File: src/rtl/tune_scheduler.sv
// Song sequencer and sound-effect arbiter for the square-wave tone generator.
// Optional build macro TUNE_SCHED_TEMPO_EN adds a tempo[1:0] input that shortens step and gap lengths.
module tune_scheduler #(
    parameter int          ADDR_W     = 8,
    parameter int          TICK_DIV   = 5,
    parameter int          STEP_TICKS = 4194304,
    parameter int          GAP_TICKS  = 262144,
    parameter logic [7:0]  END_CODE   = 8'hFF
) (
    input  logic              clk,
    input  logic              resetn,
    input  logic              start,
    input  logic              stop,
    input  logic              pause,
    input  logic              loop_en,
    output logic [ADDR_W-1:0] rom_addr,
    input  logic [7:0]        rom_data,
    input  logic              sfx_req,
    input  logic [5:0]        sfx_note,
    input  logic [7:0]        sfx_len,
    output logic              sfx_ack,
    output logic [5:0]        note,
    output logic              note_valid,
    output logic              busy,
    output logic              done
`ifdef TUNE_SCHED_TEMPO_EN
    ,
    input  logic [1:0]        tempo
`endif
);

    localparam int PW = (TICK_DIV > 1) ? $clog2(TICK_DIV) : 1;
    localparam int CW = $clog2(STEP_TICKS + 1);
    localparam logic [PW-1:0]     PRE_LAST  = PW'(TICK_DIV - 1);
    localparam logic [CW-1:0]     STEP_FULL = CW'(STEP_TICKS);
    localparam logic [CW-1:0]     GAP_FULL  = CW'(GAP_TICKS);
    localparam logic [ADDR_W-1:0] ADDR_LAST = '1;

    typedef enum logic [2:0] {S_IDLE, S_FETCH, S_WAIT, S_PLAY, S_SFX} state_t;

    state_t            r_state, w_nx_state;
    logic [ADDR_W-1:0] r_rom_addr, w_nx_addr;
    logic [5:0]        r_note, w_nx_note;
    logic              r_note_valid, w_nx_nv;
    logic              r_sfx_ack, w_nx_ack;
    logic              r_done, w_nx_done;
    logic              r_busy, w_nx_busy;
    logic [PW-1:0]     r_pre, w_nx_pre;
    logic [CW-1:0]     r_step_cnt, w_nx_step;
    logic [7:0]        r_sfx_cnt, w_nx_sfx_cnt;
    logic [7:0]        r_sfx_len, w_nx_sfx_len;
    logic [ADDR_W-1:0] r_sv_addr, w_nx_sv_addr;
    logic [CW-1:0]     r_sv_step, w_nx_sv_step;
    logic [5:0]        r_sv_note, w_nx_sv_note;
    logic              r_sv_play, w_nx_sv_play;

    logic              w_tick;
    logic              w_end_song;
    logic              w_sfx_enter;
    logic [CW-1:0]     w_gap_use;
    logic [CW-1:0]     w_step_len, w_gap_len, w_gap_new;

`ifdef TUNE_SCHED_TEMPO_EN
    logic [CW-1:0] r_step_len, r_gap_len, w_step_new;

    assign w_step_new = STEP_FULL >> tempo;
    assign w_gap_new  = GAP_FULL >> tempo;
    assign w_step_len = r_step_len;
    assign w_gap_len  = r_gap_len;

    // Tempo is captured once per step, when the note is loaded.
    always_ff @(posedge clk or negedge resetn) begin
        if (!resetn) begin
            r_step_len <= STEP_FULL;
            r_gap_len  <= GAP_FULL;
        end else if (r_state == S_WAIT && w_nx_state == S_PLAY) begin
            r_step_len <= w_step_new;
            r_gap_len  <= w_gap_new;
        end
    end
`else
    assign w_gap_new  = GAP_FULL;
    assign w_step_len = STEP_FULL;
    assign w_gap_len  = GAP_FULL;
`endif

    assign w_tick = (r_pre == PRE_LAST) &&
                    (((r_state == S_PLAY) && !pause) || (r_state == S_SFX));

    always_comb begin
        w_nx_state   = r_state;
        w_nx_addr    = r_rom_addr;
        w_nx_note    = r_note;
        w_nx_pre     = r_pre;
        w_nx_step    = r_step_cnt;
        w_nx_sfx_cnt = r_sfx_cnt;
        w_nx_sfx_len = r_sfx_len;
        w_nx_sv_addr = r_sv_addr;
        w_nx_sv_step = r_sv_step;
        w_nx_sv_note = r_sv_note;
        w_nx_sv_play = r_sv_play;
        w_nx_ack     = 1'b0;
        w_nx_done    = 1'b0;
        w_nx_nv      = 1'b0;
        w_nx_busy    = 1'b0;
        w_end_song   = 1'b0;
        w_sfx_enter  = 1'b0;
        w_gap_use    = w_gap_len;

        case (r_state)
            S_IDLE: begin
                if (sfx_req) begin
                    w_sfx_enter = 1'b1;
                end else if (start) begin
                    w_nx_state = S_FETCH;
                    w_nx_addr  = '0;
                end
            end
            S_FETCH: w_nx_state = S_WAIT;
            S_WAIT: begin
                if (rom_data == END_CODE) begin
                    w_end_song = 1'b1;
                end else begin
                    w_nx_state = S_PLAY;
                    w_nx_note  = rom_data[5:0];
                    w_nx_step  = '0;
                    w_nx_pre   = '0;
                    w_gap_use  = w_gap_new;
                end
            end
            S_PLAY: begin
                if (sfx_req) begin
                    w_sfx_enter = 1'b1;
                end else if (!pause) begin
                    w_nx_pre = w_tick ? '0 : r_pre + PW'(1);
                    if (w_tick) begin
                        if (r_step_cnt == w_step_len - CW'(1)) begin
                            if (r_rom_addr == ADDR_LAST) begin
                                w_end_song = 1'b1;
                            end else begin
                                w_nx_addr  = r_rom_addr + ADDR_W'(1);
                                w_nx_state = S_FETCH;
                            end
                        end else begin
                            w_nx_step = r_step_cnt + CW'(1);
                        end
                    end
                end
            end
            S_SFX: begin
                w_nx_pre = w_tick ? '0 : r_pre + PW'(1);
                if (w_tick) begin
                    if (r_sfx_cnt == r_sfx_len - 8'd1) begin
                        w_nx_state = r_sv_play ? S_PLAY : S_IDLE;
                        w_nx_addr  = r_sv_addr;
                        w_nx_step  = r_sv_step;
                        w_nx_note  = r_sv_note;
                        w_nx_pre   = '0;
                    end else begin
                        w_nx_sfx_cnt = r_sfx_cnt + 8'd1;
                    end
                end
            end
            default: w_nx_state = S_IDLE;
        endcase

        // End of song, whether from END_CODE or running off the top of the ROM.
        if (w_end_song) begin
            if (loop_en) begin
                w_nx_addr  = '0;
                w_nx_state = S_FETCH;
            end else begin
                w_nx_done  = 1'b1;
                w_nx_state = S_IDLE;
            end
        end

        if (w_sfx_enter) begin
            w_nx_state   = S_SFX;
            w_nx_ack     = 1'b1;
            w_nx_note    = sfx_note;
            w_nx_sfx_len = (sfx_len == 8'd0) ? 8'd1 : sfx_len;
            w_nx_sfx_cnt = 8'd0;
            w_nx_pre     = '0;
            w_nx_sv_addr = r_rom_addr;
            w_nx_sv_step = r_step_cnt;
            w_nx_sv_note = r_note;
            w_nx_sv_play = (r_state == S_PLAY);
        end

        if (stop) begin
            w_nx_state   = S_IDLE;
            w_nx_note    = r_note;
            w_nx_pre     = '0;
            w_nx_ack     = 1'b0;
            w_nx_done    = 1'b0;
            w_nx_sv_play = 1'b0;
        end

        // Gate is derived from the next state so it lines up with the registered note.
        case (w_nx_state)
            S_PLAY:  w_nx_nv = (w_nx_note != 6'd0) && (w_nx_step >= w_gap_use) && !pause;
            S_SFX:   w_nx_nv = 1'b1;
            default: w_nx_nv = 1'b0;
        endcase
        w_nx_busy = (w_nx_state != S_IDLE);
    end

    always_ff @(posedge clk or negedge resetn) begin
        if (!resetn) begin
            r_state      <= S_IDLE;
            r_rom_addr   <= '0;
            r_note       <= '0;
            r_note_valid <= 1'b0;
            r_sfx_ack    <= 1'b0;
            r_done       <= 1'b0;
            r_busy       <= 1'b0;
            r_pre        <= '0;
            r_step_cnt   <= '0;
            r_sfx_cnt    <= '0;
            r_sfx_len    <= 8'd1;
            r_sv_addr    <= '0;
            r_sv_step    <= '0;
            r_sv_note    <= '0;
            r_sv_play    <= 1'b0;
        end else begin
            r_state      <= w_nx_state;
            r_rom_addr   <= w_nx_addr;
            r_note       <= w_nx_note;
            r_note_valid <= w_nx_nv;
            r_sfx_ack    <= w_nx_ack;
            r_done       <= w_nx_done;
            r_busy       <= w_nx_busy;
            r_pre        <= w_nx_pre;
            r_step_cnt   <= w_nx_step;
            r_sfx_cnt    <= w_nx_sfx_cnt;
            r_sfx_len    <= w_nx_sfx_len;
            r_sv_addr    <= w_nx_sv_addr;
            r_sv_step    <= w_nx_sv_step;
            r_sv_note    <= w_nx_sv_note;
            r_sv_play    <= w_nx_sv_play;
        end
    end

    assign rom_addr   = r_rom_addr;
    assign note       = r_note;
    assign note_valid = r_note_valid;
    assign sfx_ack    = r_sfx_ack;
    assign done       = r_done;
    assign busy       = r_busy;

endmodule

File: config.mk
export PLATFORM = sky130hd
export DESIGN_NAME = tune_scheduler
export DESIGN_NICKNAME = d
export VERILOG_FILES = /design/src/rtl/tune_scheduler.sv
export SDC_FILE = /design/constraint.sdc
export NUM_CORES = 1
export LEC_CHECK = 0
export BUFFER_PORTS_ARGS = -buffer_cell sky130_fd_sc_hd__buf_2
export CORE_UTILIZATION = 45
export CTS_BUF_LIST = sky130_fd_sc_hd__clkbuf_8
export DETAILED_ROUTE_END_ITERATION = 12
export PLACE_DENSITY = 0.62
export REMOVE_ABC_BUFFERS = 1
export SYNTH_ARGS = -nofsm -noshare
export SYNTH_HDL_FRONTEND = slang
export SYNTH_SLANG_ARGS = --single-unit
File: constraint.sdc
create_clock -name clk -period 10.1 [get_ports clk]
set_input_delay 1.515 -clock clk [delete_from_list [all_inputs] [get_ports clk]]
set_output_delay 1.515 -clock clk [all_outputs]
set_load 0.02 [all_outputs]
Word level (Yosys, flattened, before mapping)
Index checks and enable logic that the tools add are counted.
{"block": "totals", "input_bits": 29, "regBits": 101, "wordCells": 126}
{"block": "op_classes", "n_lt_le_gt_ge": 1, "muxes": 73, "n_addsub": 5, "reduce_logical": 17, "eq_ne": 15}
{"operator": "23-bit two-way mux", "count": 7}
{"operator": "8-bit two-way mux", "count": 16}
{"operator": "23-bit one-hot mux with 3 select lines", "count": 1}
{"operator": "3-bit two-way mux", "count": 21}
{"operator": "6-bit two-way mux", "count": 5}
{"operator": "8-bit one-hot mux with 3 select lines", "count": 1}
{"operator": "23-bit by 1-bit adder with 23-bit output (second input constant)", "count": 1}
{"operator": "23-bit by 22-bit equality test with 1-bit output (second input constant)", "count": 1}
{"operator": "23-bit by 19-bit >= comparator with 1-bit output (second input constant)", "count": 1}
{"operator": "8-bit by 1-bit adder with 8-bit output (second input constant)", "count": 2}
{"operator": "8-bit equality test (second input constant)", "count": 2}
{"operator": "1-bit two-way mux", "count": 16}
{"operator": "3-bit one-hot mux with 5 select lines", "count": 1}
{"operator": "4-bit inequality test (second input constant)", "count": 3}
{"operator": "6-bit one-hot mux with 2 select lines", "count": 1}
{"operator": "3-bit by 2-bit equality test with 1-bit output (second input constant)", "count": 3}
{"operator": "3-bit equality test (second input constant)", "count": 3}
{"operator": "3-bit one-hot mux with 3 select lines", "count": 1}
{"operator": "8-bit equality test", "count": 1}
{"operator": "8-bit zero test", "count": 1}
{"operator": "8-bit by 1-bit subtractor with 8-bit output (second input constant)", "count": 1}
{"operator": "2-bit nonzero test", "count": 3}
{"operator": "6-bit nonzero test", "count": 1}
{"operator": "5-bit nonzero test", "count": 1}
{"operator": "other kinds (13)", "count": 17}

Logic depth before layout (Yosys ltp)
Gate-level depths: netlist of the first run.
{"block": "depth", "ltp_word": 13, "mapped_depth": 12}

Worst setup path after synthesis of the first run
OpenSTA, ideal clock, no wires.
{"block": "synth_path", "path_kind": "input port to flip-flop", "from": "in pause", "to": "reg r_note_valid (netlist: note_valid)", "path_slack_ns": 6.249, "t_arrival_ns": 3.727, "cell_stages": 9, "cell_sequence": "nor4bb_1 -> o21ai_0 -> nor4_1 -> nand2_1 -> nor2_1 -> o2bb2ai_1 -> a221o_1 -> or4_1 -> o31a_1"}
{"item": "start: declaration", "line_no": "14", "text": "input logic pause,"}
{"item": "1-bit zero test", "line_no": "88", "text": "(((r_state == S_PLAY) && !pause) || (r_state == S_SFX));"}
{"item": "1-bit logical AND", "line_no": "88"}
{"item": "1-bit logical OR", "line_no": "88"}
{"item": "1-bit logical AND", "line_no": "87", "text": "assign w_tick = (r_pre == PRE_LAST) &&"}
{"item": "23-bit two-way mux", "line_no": "136", "text": "if (w_tick) begin"}
{"item": "23-bit two-way mux", "line_no": "134", "text": "end else if (!pause) begin"}
{"item": "23-bit two-way mux", "line_no": "132", "text": "if (sfx_req) begin"}
{"item": "23-bit one-hot mux with 3 select lines *", "line_no": "110", "text": "case (r_state)"}
{"item": "net w_nx_step[20]", "line_no": "49", "text": "logic [CW-1:0] r_step_cnt, w_nx_step;"}
{"item": "23-bit by 19-bit >= comparator with 1-bit output *", "line_no": "202", "text": "S_PLAY: w_nx_nv = (w_nx_note != 6'd0) && (w_nx_step >= w_gap_use) && !pause;"}
{"item": "1-bit logical AND * (2 in series)", "line_no": "202"}
{"item": "1-bit one-hot mux with 2 select lines *", "line_no": "201", "text": "case (w_nx_state)"}
{"item": "net w_nx_nv", "line_no": "44", "text": "logic r_note_valid, w_nx_nv;"}
{"item": "end signal: assignment", "line_no": "230", "text": "r_note_valid <= w_nx_nv;"}
{"item": "end: declaration", "line_no": "44"}
The timed path passes the listed nets; every way through them passes the cells marked *.
A chain may end at the register's enable or synchronous reset.

Worst setup path after layout of the first run
{"block": "layout_path", "from": "in sfx_req", "to": "reg r_note_valid (netlist: note_valid)"}
{"block": "layout_via", "elab_chain_len": 8}
{"item": "start: declaration", "line_no": "18", "text": "input logic sfx_req,"}
{"item": "parallel branches: the longest is 7 deep, another holds 23-bit by 19-bit >= comparator with 1-bit output"}
{"item": "1-bit one-hot mux with 2 select lines *", "line_no": "201"}
{"item": "net w_nx_nv", "line_no": "44"}
Mark *: on every way through the listed nets, which the timed path passes.

==> results of run 1 <==
[per-layer routing]
| metal | up-vias | share of wire | routed length [microns] | GRT usage |
|---|---|---|---|---|
| li1 | 2387 | - | - | - |
| met2 | 132 | 0.47 | 6450 | 0.357 |
| met3 | 18 | 0.048 | 667 | 0.0436 |
| met5 | - | 0 | 0 | 0 |
| met4 | 0 | 0.016 | 226 | 0.0807 |
| met1 | 2422 | 0.47 | 6410 | 0.305 |
[final cells by class]
class	count	share of cell area
inverters	18	0.0110
repair buffers	49	0.0417
flip-flops and latches	101	0.413
clock buffers	11	0.0247
well taps	168	0.0344
clock inverters	5	0.0121
multi-input cells	509	0.463
[path summary, 6_finish.rpt]
check                           endpoint          from  slack, ps  depth (start not counted)
setup / recovery              note_valid       sfx_req       5940                         10
hold / removal              r_sv_step[0]  r_sv_step[0]        480                          2
min in group asynchronous  r_sv_step[12]        resetn       1120                          1
max in group asynchronous        note[2]        resetn       7830                          2
setup reg to reg             rom_addr[6]  r_sfx_len[0]       6290                         10
hold reg to reg             r_sv_step[0]  r_sv_step[0]        480                          2
[cells by family (layout without fill, tap and decap cells)]
group / Yosys count / after routing / share of synthesized area
compound gates: 156 / 156 / 0.183
xor+xnor: 17 / 17 / 0.0266
fa+ha+maj: 6 / 6 / 0.0134
buf+inv: 51 / 83 / 0.0438
flops: 101 / 101 / 0.452
mux: 4 / 4 / 0.00716
simple gates: 326 / 326 / 0.274
[Yosys cell counts (all sizes together), types with 8 or more instances]
library cell / number
nand3: 11
nand2: 156
nor2: 55
and3: 9
nand2b: 8
nand4: 14
dfrtp: 100
a31oi: 11
inv: 18
nor3: 20
nor4: 8
a21oi: 34
buf: 10
xor2: 8
clkbuf: 23
a21o: 10
xnor2: 9
or3: 10
o21ai: 43
[worst max-delay path, stage by stage]
cell and delay, ps:
buf_2 130, nand2b_1 160, a21o_2 880, nand2b_1 390, a21o_1 280, a21oi_1 160, a32oi_1 110, a2111oi_0 390
a41oi_1 230, o31a_1 150
[placed cells by master, fill, tap and decap left out, drive strengths merged, types with 3 or more instances in the layout]
cell type,instances
and3,9
xnor2,9
nand3,11
a21o,10
or3,10
nor2,55
nand4,14
clkbuf,11
a21oi,34
nor2b,4
or4,3
a211oi,3
nand2b,8
and4,3
inv,19
a31oi,11
a221oi,6
o211ai,5
nor4,8
ha,6
o31a,4
xor2,8
a32oi,3
and2,6
a221o,4
buf,49
nor3b,5
or2,6
nor3,20
o21ai,43
dfrtp,100
o31ai,5
mux2i,4
a22oi,5
nand2,156
[registers in the layout, summed over array words and instances (netlist names), 3 cells and up]
name,cells
r_sfx_len,8
r_sfx_cnt,8
note,6
r_sv_addr,8
rom_addr,8
r_sv_note,6
r_pre,3
r_step_cnt,23
r_sv_step,23
r_state,3
[power breakdown]
part / switching (W) / internal, W
logic: 0.000127 / 0.0000785
registers: 0.0000644 / 0.000468
clock network: 0.000136 / 0.000152
[metrics by stage]
stage	power, W	cells	worst slack, ps	hold slack [ps]
after CTS	0.00103	861	5980	485
after floorplan	0.000665	628	5610	446
after global placement	0.000737	845	5670	458
after detailed placement	0.000744	845	5580	462
final	0.00103	861	5940	483
after global routing	0.00109	861	5700	499
==> results by group, run 1 <==
Synth
  • Avg Inst Size Synth: 8.46 sq um
  • Synthesized area: 5590 sq um
  • Most area-hungry cell type in the Yosys netlist: dfrtp_1
  • Yosys reg bits: 101
  • Top-area cell type share of the netlist area: 0.447
  • Number of synthesized flops with an enable pin: 0
  • Top_reg_cell synth: dfrtp_1
  • Yosys cell types: about 70
  • Post-Syn Instances: 661
  • Synth top area cells: dfrtp_1, nand2_1, o21ai_0
  • Async S/R FF share, synth: 1.00
  • Part of the Yosys area used for sequential elements: 0.452
  • Synth warn: 0

Final layout
  • Final nets: roughly 720
  • Layout cells sized above 1: 0.123
  • Fin area: 6120 sq um
  • Final core utilization: 0.507
  • Layout filler cell count: 1161
  • FF/Latch Area: 2530 sq um
  • Area grow syn2layout: 9.40%
  • Number of diodes: 0
  • Area of the multi-input gates: roughly 2800 sq um

Timing
  • Slew Viols, Final: 0
  • Worst slew margin: 0.252
  • FMAX: 241 MHz
  • Setup TNS: 0 ps
  • Worst clock skew: 7.76 ps
  • RSZ-0062 raised after global routing: false
  • # setup viols final: 0
  • Final hold vios: 0
  • Clock period minus worst slack: 4160 ps
  • Final period utilization: 0.411
  • Worst Tran Pin Value: about 1100 ps

Routing
  • DR vias: 4959
  • Final WL: 13.8 mm
  • DRC violations left: 0
  • Vias/cell: about 5.8
  • Initial DRC Count: 401
  • DR pass1 iterations: 5
  • Antenna-violating nets left: 0
  • Avg WL per Cell: roughly 16 microns

Run
  • Maxcap violations: 0

Worst hold path
  • Hold/Removal Path Class: flop to flop

Clock network
  • Clk Latency, worst-skew pair: 370 ps
  • Root Buffer: clkbuf_8
  • H-Tree Depth: 3
  • Postcts setup bufs: 0
  • Post-CTS Hold Buffers: 0
  • Resize count post-CTS: 0
  • Clk buf depth: 2
  • CTS sink count: just over 100
  • TritonCTS buffer count: 9
  • Clock tree from TritonCTS: yes
  • Clock-pin transition on the worst setup and hold timing paths: 90 ps

Pwr
  • P per Cell Area: 168 nW/um^2
  • Max VDD drop: between 70 and 80 uV
  • P_leak: 2.86 nW

Global route
  • Total GRT Usage: 0.224
  • Vias in the first global route: 4793
  • Largest net degree at the start of global routing: 60
  • Total global routing overflow: 0
  • First-pass GRT wire length: 23.1 mm
  • Antenna violations before repair: 0

Setup path
  • Largest fanout on the critical path: 55
  • CP Class: primary input to flop
  • WP data arrival: 4410 ps
  • CP Launch Type: primary input
  • Data required, critical path: 10360 ps
  • CP endpoint kind: flop

Die
  • Ports: 47
  • Die ar.: approximately 13000 sq um
  • Cell row count: 40
  • Die Wd: 113 microns
  • Die Y: between 100 and 150 microns
  • Core area: 12100 sq um
  • Initial core utilization: 0.464

Status
  • Status: completed

Placement
  • Global placement routability congestion: around 0.86
  • I/O Buffers: 46
  • Area after DPL: 5890 sq um
  • Final HPWL from detailed placement: 9.15 mm
Power figures use the tool's default switching activity.
==> run 2: changes to the inputs <==
--- a/config.mk
+++ b/config.mk
@@ -5,6 +5,7 @@
 export SDC_FILE = /design/constraint.sdc
 export NUM_CORES = 1
 export LEC_CHECK = 0
+export ABC_AREA = 1
 export BUFFER_PORTS_ARGS = -buffer_cell sky130_fd_sc_hd__buf_2
 export CORE_UTILIZATION = 45
 export CTS_BUF_LIST = sky130_fd_sc_hd__clkbuf_8
==> constraint.sdc (replaced) <==
create_clock -name clk -period 4.3 [get_ports clk]
set_input_delay 0.645 -clock clk [delete_from_list [all_inputs] [get_ports clk]]
set_output_delay 0.645 -clock clk [all_outputs]
set_load 0.02 [all_outputs]
==> results by group, run 2 <==
Status
  • Status: completed

Timing
  • Final period utilization: 0.718
  • Clock period minus worst slack: 3090 ps
  • RSZ-0062 raised after global routing: false
  • FMAX: 324 MHz
  • Setup TNS: 0 ps
  • Slew Viols, Final: 0
  • Final hold vios: 0
  • Worst slew margin: 0.405
  • # setup viols final: 0
  • Final hold slack: 352 ps
  • Worst Tran Pin Value: between 800 and 900 ps
  • Worst clock skew: between 10 and 15 ps

Placement
  • I/O Buffers: 46
  • Global placement routability congestion: 0.878
  • Final HPWL from detailed placement: ~11 mm

Setup path
  • Max incr delay on CP: 460 ps
  • Crit-path cells: inv_1 > nand3_4 > inv_2 > nand2_1 > nand2_4 > nand3_4 > nor2_4 > buf_4 > nand2_1 > nand3_1 > nand3_1 > nor2_1 > nand2_1 > inv_1 > nand2_1 > nand2_1
  • Data required, critical path: 4630 ps
  • WP data arrival: 3420 ps
  • CP Launch Type: flop
  • CP top delay family: simple AND/OR/NAND/NOR gates
  • Slowest-stage cell, CP: dfrtp_1
  • CP Class: flop to flop
  • Crit path top cell by count: nand2_1
  • Buffers and inverters on the worst path: 4
  • Largest fanout on the critical path: 30
  • CP endpoint kind: flop

Clock network
  • Clk buf depth: 2
  • Resize count post-CTS: 0
  • Post-CTS Hold Buffers: 0
  • Clock tree from TritonCTS: yes
  • Root Buffer: clkbuf_8
  • CTS sink count: 101
  • TritonCTS buffer count: 9
  • Postcts setup bufs: 0
  • Clock-pin transition on the worst setup and hold timing paths: 100 ps
  • H-Tree Depth: 3
  • Clk Latency, worst-skew pair: 400 ps

Die
  • Die Wd: 120 microns
  • Ports: between 40 and 50
  • Cell row count: 42
  • Core area: 13400 sq um
  • Die ar.: 14300 sq um
  • Die Y: 120 microns
  • Initial core utilization: 0.465

Routing
  • DR pass1 iterations: 5
  • Final WL: 15.4 mm
  • Antenna-violating nets left: 0
  • Initial DRC Count: 456
  • Avg WL per Cell: 14.6 microns
  • DR vias: approximately 5.7k
  • Vias/cell: roughly 5.4
  • DRC violations left: 0

Global route
  • Vias in the first global route: roughly 5.6k
  • First-pass GRT wire length: 26.7 mm
  • Total global routing overflow: 0
  • Total GRT Usage: 0.233
  • Antenna violations before repair: 0
  • Largest net degree at the start of global routing: a little over 70

Pwr
  • Sw Pwr: 0.00119 W
  • Max VDD drop: 251 uV
  • Pint: 0.00179 W
  • Sw frac: 0.400
  • P_leak: 3.17 nW
  • Clock power frac: 0.210
  • Reg power frac: 0.486
  • P per Cell Area: 437 nW/um^2
  • Comb power frac: 0.304

Run
  • Maxcap violations: 0

Synth
  • Post-Synth Adder-Cell Area: 0.0120
  • Post-Syn Instances: ~840
  • Largest family of logic cells by synthesized area: simple AND/OR/NAND/NOR gates
  • Synthesized area: 6240 sq um
  • Synth Area in Compound Gates: 0.174
  • Mux cell area share after synthesis: 0.00161
  • Area share of xor/xnor cells in the synthesized design: 0.0126
  • Top-area cell type share of the netlist area: 0.401
  • Top_reg_cell synth: dfrtp_1
  • Yosys reg bits: 101
  • Part of the Yosys area used for sequential elements: 0.405
  • Yosys cell types: 51
  • Synth top area cells: dfrtp_1, nand2_1, inv_1
  • Number of synthesized flops with an enable pin: 0
  • Synth warn: 0
  • Async S/R FF share, synth: 1.00
  • Avg Inst Size Synth: 7.45 sq um
  • Count leader, synth: nand2_1
  • Most area-hungry cell type in the Yosys netlist: dfrtp_1
  • Most common library cells after synthesis: nand2_1, inv_1, dfrtp_1, o21ai_0, nand3_1
  • Synth Area in Simple Gates: 0.295

Final layout
  • Top Registers: r_step_cnt x23, r_sv_step x23
  • Layout cells sized above 1: 0.139
  • Final nets: 912
  • Commonest non-fill, non-tap cell in the layout: nand2_1
  • Most frequent cells in the layout: nand2_1, inv_1, dfrtp_1
  • Area grow syn2layout: 9.23%
  • Number of diodes: 0

Worst hold path
  • Hold/Removal Path Class: primary input to asynchronous set/reset pin
==> run 2: cell types whose count changed in the layout (fill, tap and decap cells not counted), moves of 9 or more <==
cell | previous run | this run
o21ai_0 | 43 | 85
inv_2 | 0 | 11
nor2_4 | 0 | 9
or3_1 | 10 | 0
inv_1 | 19 | 123
nand3_1 | 11 | 56
nand2_1 | 156 | 198
a22oi_1 | 5 | 14
==> run 2: power by group through the flow <==
stage               Sequential (W)  Combinational (W)  Clock, W
finish                     0.00145           0.000905  0.000627
global route               0.00148            0.00104  0.000678
CTS                        0.00144           0.000910  0.000645
detailed placement         0.00146           0.000908         0
global placement           0.00145           0.000884         0
floorplan                  0.00146           0.000602         0
==> run 2: kinds of logic after synthesis <==
group	after synthesis
DFF	101
and+or+nand+nor	381
xor gates and xnor gates	9
adders and majority gates	6
buffers and inverters	156
AOI/OAI and AO/OA	183
muxes	1
==> run 2: cell type report <==
cell class              count  area (sq um)
fillers                  1329          6590
repair buffers             51           270
well taps                 176           220
clock inverters             6          63.8
multi-input cells         580          3090
flip-flops and latches    101          2530
clock buffers              10           138
inverters                 134           503
==> run 2: per-layer routing <==
| metal | GRT usage | vias up | share of wire |
|---|---|---|---|
| li1 | - | 2838 | - |
| met1 | 0.303 | 2696 | 0.45 |
| met2 | 0.391 | 135 | 0.48 |
| met3 | 0.0413 | 22 | 0.045 |
| met4 | 0.0766 | 0 | 0.018 |
| met5 | 0 | - | 0 |
==> run 2: path summary, 6_finish.rpt <==
check | endpoint | slack [ps] | cells after the start | start
worst max-delay path | note_valid | 1210 | 16 | r_state[2]
worst min-delay path | r_sfx_len[2] | 350 | 1 | resetn
worst max register to register | note_valid | 1210 | 16 | r_state[2]
worst min register to register | r_sv_step[3] | 490 | 2 | r_sv_step[3]
max in group asynchronous | r_sv_play | 3140 | 2 | resetn
min in group clk | done | 410 | 2 | loop_en
==> run 2: metrics by stage <==
step                power (W)  setup slack (ps)  cell area, sq um   util  instances
global placement      0.00234              1380              6610  0.493       1042
detailed placement    0.00237              1270              6610  0.493       1042
floorplan             0.00206              1400              6120      -        815
CTS                   0.00300              1230              6810  0.508       1058
finish                0.00298              1210              6810  0.508       1058
global route          0.00320               962              6810  0.508       1058
==> run 3: changes to the inputs <==
--- a/config.mk
+++ b/config.mk
@@ -5,12 +5,12 @@
 export SDC_FILE = /design/constraint.sdc
 export NUM_CORES = 1
 export LEC_CHECK = 0
-export ABC_AREA = 1
+export ABC_AREA = 0
 export BUFFER_PORTS_ARGS = -buffer_cell sky130_fd_sc_hd__buf_2
 export CORE_UTILIZATION = 45
 export CTS_BUF_LIST = sky130_fd_sc_hd__clkbuf_8
 export DETAILED_ROUTE_END_ITERATION = 12
-export PLACE_DENSITY = 0.62
+export PLACE_DENSITY = 0.64
 export REMOVE_ABC_BUFFERS = 1
 export SYNTH_ARGS = -nofsm -noshare
 export SYNTH_HDL_FRONTEND = slang
==> constraint.sdc (replaced) <==
create_clock -name clk -period 2.65 [get_ports clk]
set_input_delay 0.3975 -clock clk [delete_from_list [all_inputs] [get_ports clk]]
set_output_delay 0.3975 -clock clk [all_outputs]
set_load 0.02 [all_outputs]
==> results by group, run 3 (same netlist as run 1, synthesis figures left out) <==
Final layout
  • Number of diodes: 0
  • Non-Filler Instances: 1001
  • Top Registers: r_step_cnt x23, r_sv_step x23
  • Final nets: 864
  • Layout filler cell count: about 1.1k
  • Layout cells sized above 1: 0.321
  • Commonest non-fill, non-tap cell in the layout: nand2_1
  • Most frequent cells in the layout: nand2_1, buf_4, dfrtp_1
  • Area grow syn2layout: 33.1%

Routing
  • Avg WL per Cell: 15.6 microns
  • Vias/cell: 5.50
  • DRC violations left: 0
  • Initial DRC Count: 424
  • Final WL: 15.6 mm
  • Antenna-violating nets left: 0
  • DR vias: 5507
  • DR pass1 iterations: 5

Setup path
  • WP data arrival: between 3000 and 4000 ps
  • Largest fanout on the critical path: 4
  • CP Launch Type: flop
  • Data required, critical path: 2920 ps
  • CP endpoint kind: flop
  • CP Class: flop to flop

Clock network
  • H-Tree Depth: 3
  • Clock-pin transition on the worst setup and hold timing paths: 100 ps
  • Clk buf depth: 2
  • Clock tree from TritonCTS: yes
  • TritonCTS buffer count: 9
  • Root Buffer: clkbuf_8
  • CTS sink count: 101
  • Clk Latency, worst-skew pair: ~380 ps

Run
  • Maxcap violations: 0

Timing
  • Final hold slack: 184 ps
  • FMAX: 290 MHz
  • # setup viols final: 37
  • RSZ-0062 raised after global routing: true
  • Worst clock skew: ~11 ps
  • Final hold vios: 0
  • Fin worst setup slack: -804 ps
  • Worst Tran Pin Value: 489 ps
  • Worst slew margin: 0.671
  • Clock period minus worst slack: 3450 ps
  • Final period utilization: 1.30
  • Slew Viols, Final: 0

Placement
  • Final HPWL from detailed placement: 11.0 mm
  • Global placement routability congestion: 0.882
  • Post-Place Setup Slack: -837 ps
  • Number of instances in the placed design: 976
  • I/O Buffers: 46

Global route
  • Total global routing overflow: 0
  • First-pass GRT wire length: 25.7 mm
  • Antenna violations before repair: 0
  • Vias in the first global route: between 5k and 6k
  • Largest net degree at the start of global routing: 40
  • Total GRT Usage: 0.252

Die
  • Die Y: 113 microns
  • Initial core utilization: 0.464
  • Die ar.: 12900 sq um
  • Core area: about 12000 sq um
  • Ports: 47
  • Cell row count: 40
  • Die Wd: 113 microns

Pwr
  • P per Cell Area: 564 nW/um^2
  • P_leak: 3.60 nW
  • Max VDD drop: 434 uV

Status
  • Status: finished, violations left
  • Failing checks: setup timing

Worst hold path
  • Hold/Removal Path Class: primary input to flop
-- run 3: worst paths after layout --
check / from / end / slack (ps) / cells after the start
max: r_sfx_len[0] / note_valid / -800 / 10
min: loop_en / done / 180 / 2
max reg2reg: r_sfx_len[0] / note_valid / -800 / 10
min reg2reg: r_sv_step[1] / r_sv_step[1] / 490 / 2
max in group asynchronous: resetn / note[0] / 1370 / 3
min in group asynchronous: resetn / r_step_cnt[16] / 510 / 2
-- run 3: timing repair --
action                                  CTS  global route
hold buffers                              1             0
pin swaps                                28             9
endpoints found under the hold margin    34             0
gates resized for setup                  67            18
buffers inserted                          8             2
endpoints found under the setup margin   38            45
-- run 3: where the power goes --
| group | total (W) | internal (W) | switching, W |
|---|---|---|---|
| combinational | 0.00127 | 0.000588 | 0.000684 |
| clock | 0.000962 | 0.000423 | 0.000539 |
| sequential | 0.00196 | 0.00178 | 0.000177 |
| total | 0.00420 | 0.00280 | 0.00140 |
-- run 3: area by class of cell --
type	count	area, sq um	share of cell area
Timing Repair Buffer	190	1380	0.185
Sequential cell	101	2530	0.340
Tap cell	168	210	0.0282
Multi-Input combinational cell	509	3080	0.413
Clock buffer	9	124	0.0166
Clock inverter	6	57.6	0.00773
Inverter	18	67.6	0.00908
-- run 3: metal layers --
metal	up-vias	GRT usage	share of wire
met1	2699	0.325	0.46
met5	-	0	0
li1	2676	-	-
met4	0	0.0789	0.017
met2	112	0.427	0.49
met3	20	0.0515	0.033
-- run 3: worst max-delay path: stages, from the launching register on --
cell and delay, ps:
dfstp_2 550, inv_2 50, ha_4 150, or3_1 360
a31o_1 220, or3_4 360, or4_4 460, o2bb2ai_2 140
a221o_1 320, or4_1 480, o31a_1 250
-- run 3: metrics by stage --
step	utilization	total power [W]	instance area, sq um	TNS [ps]
finish	0.617	0.00420	7440	-11010
global route	0.617	0.00442	7440	-14310
CTS	0.610	0.00417	7360	-10380
detailed placement	0.571	0.00312	6890	-12000
global placement	0.571	0.00307	6890	-10700
floorplan	-	0.00253	5420	-32000
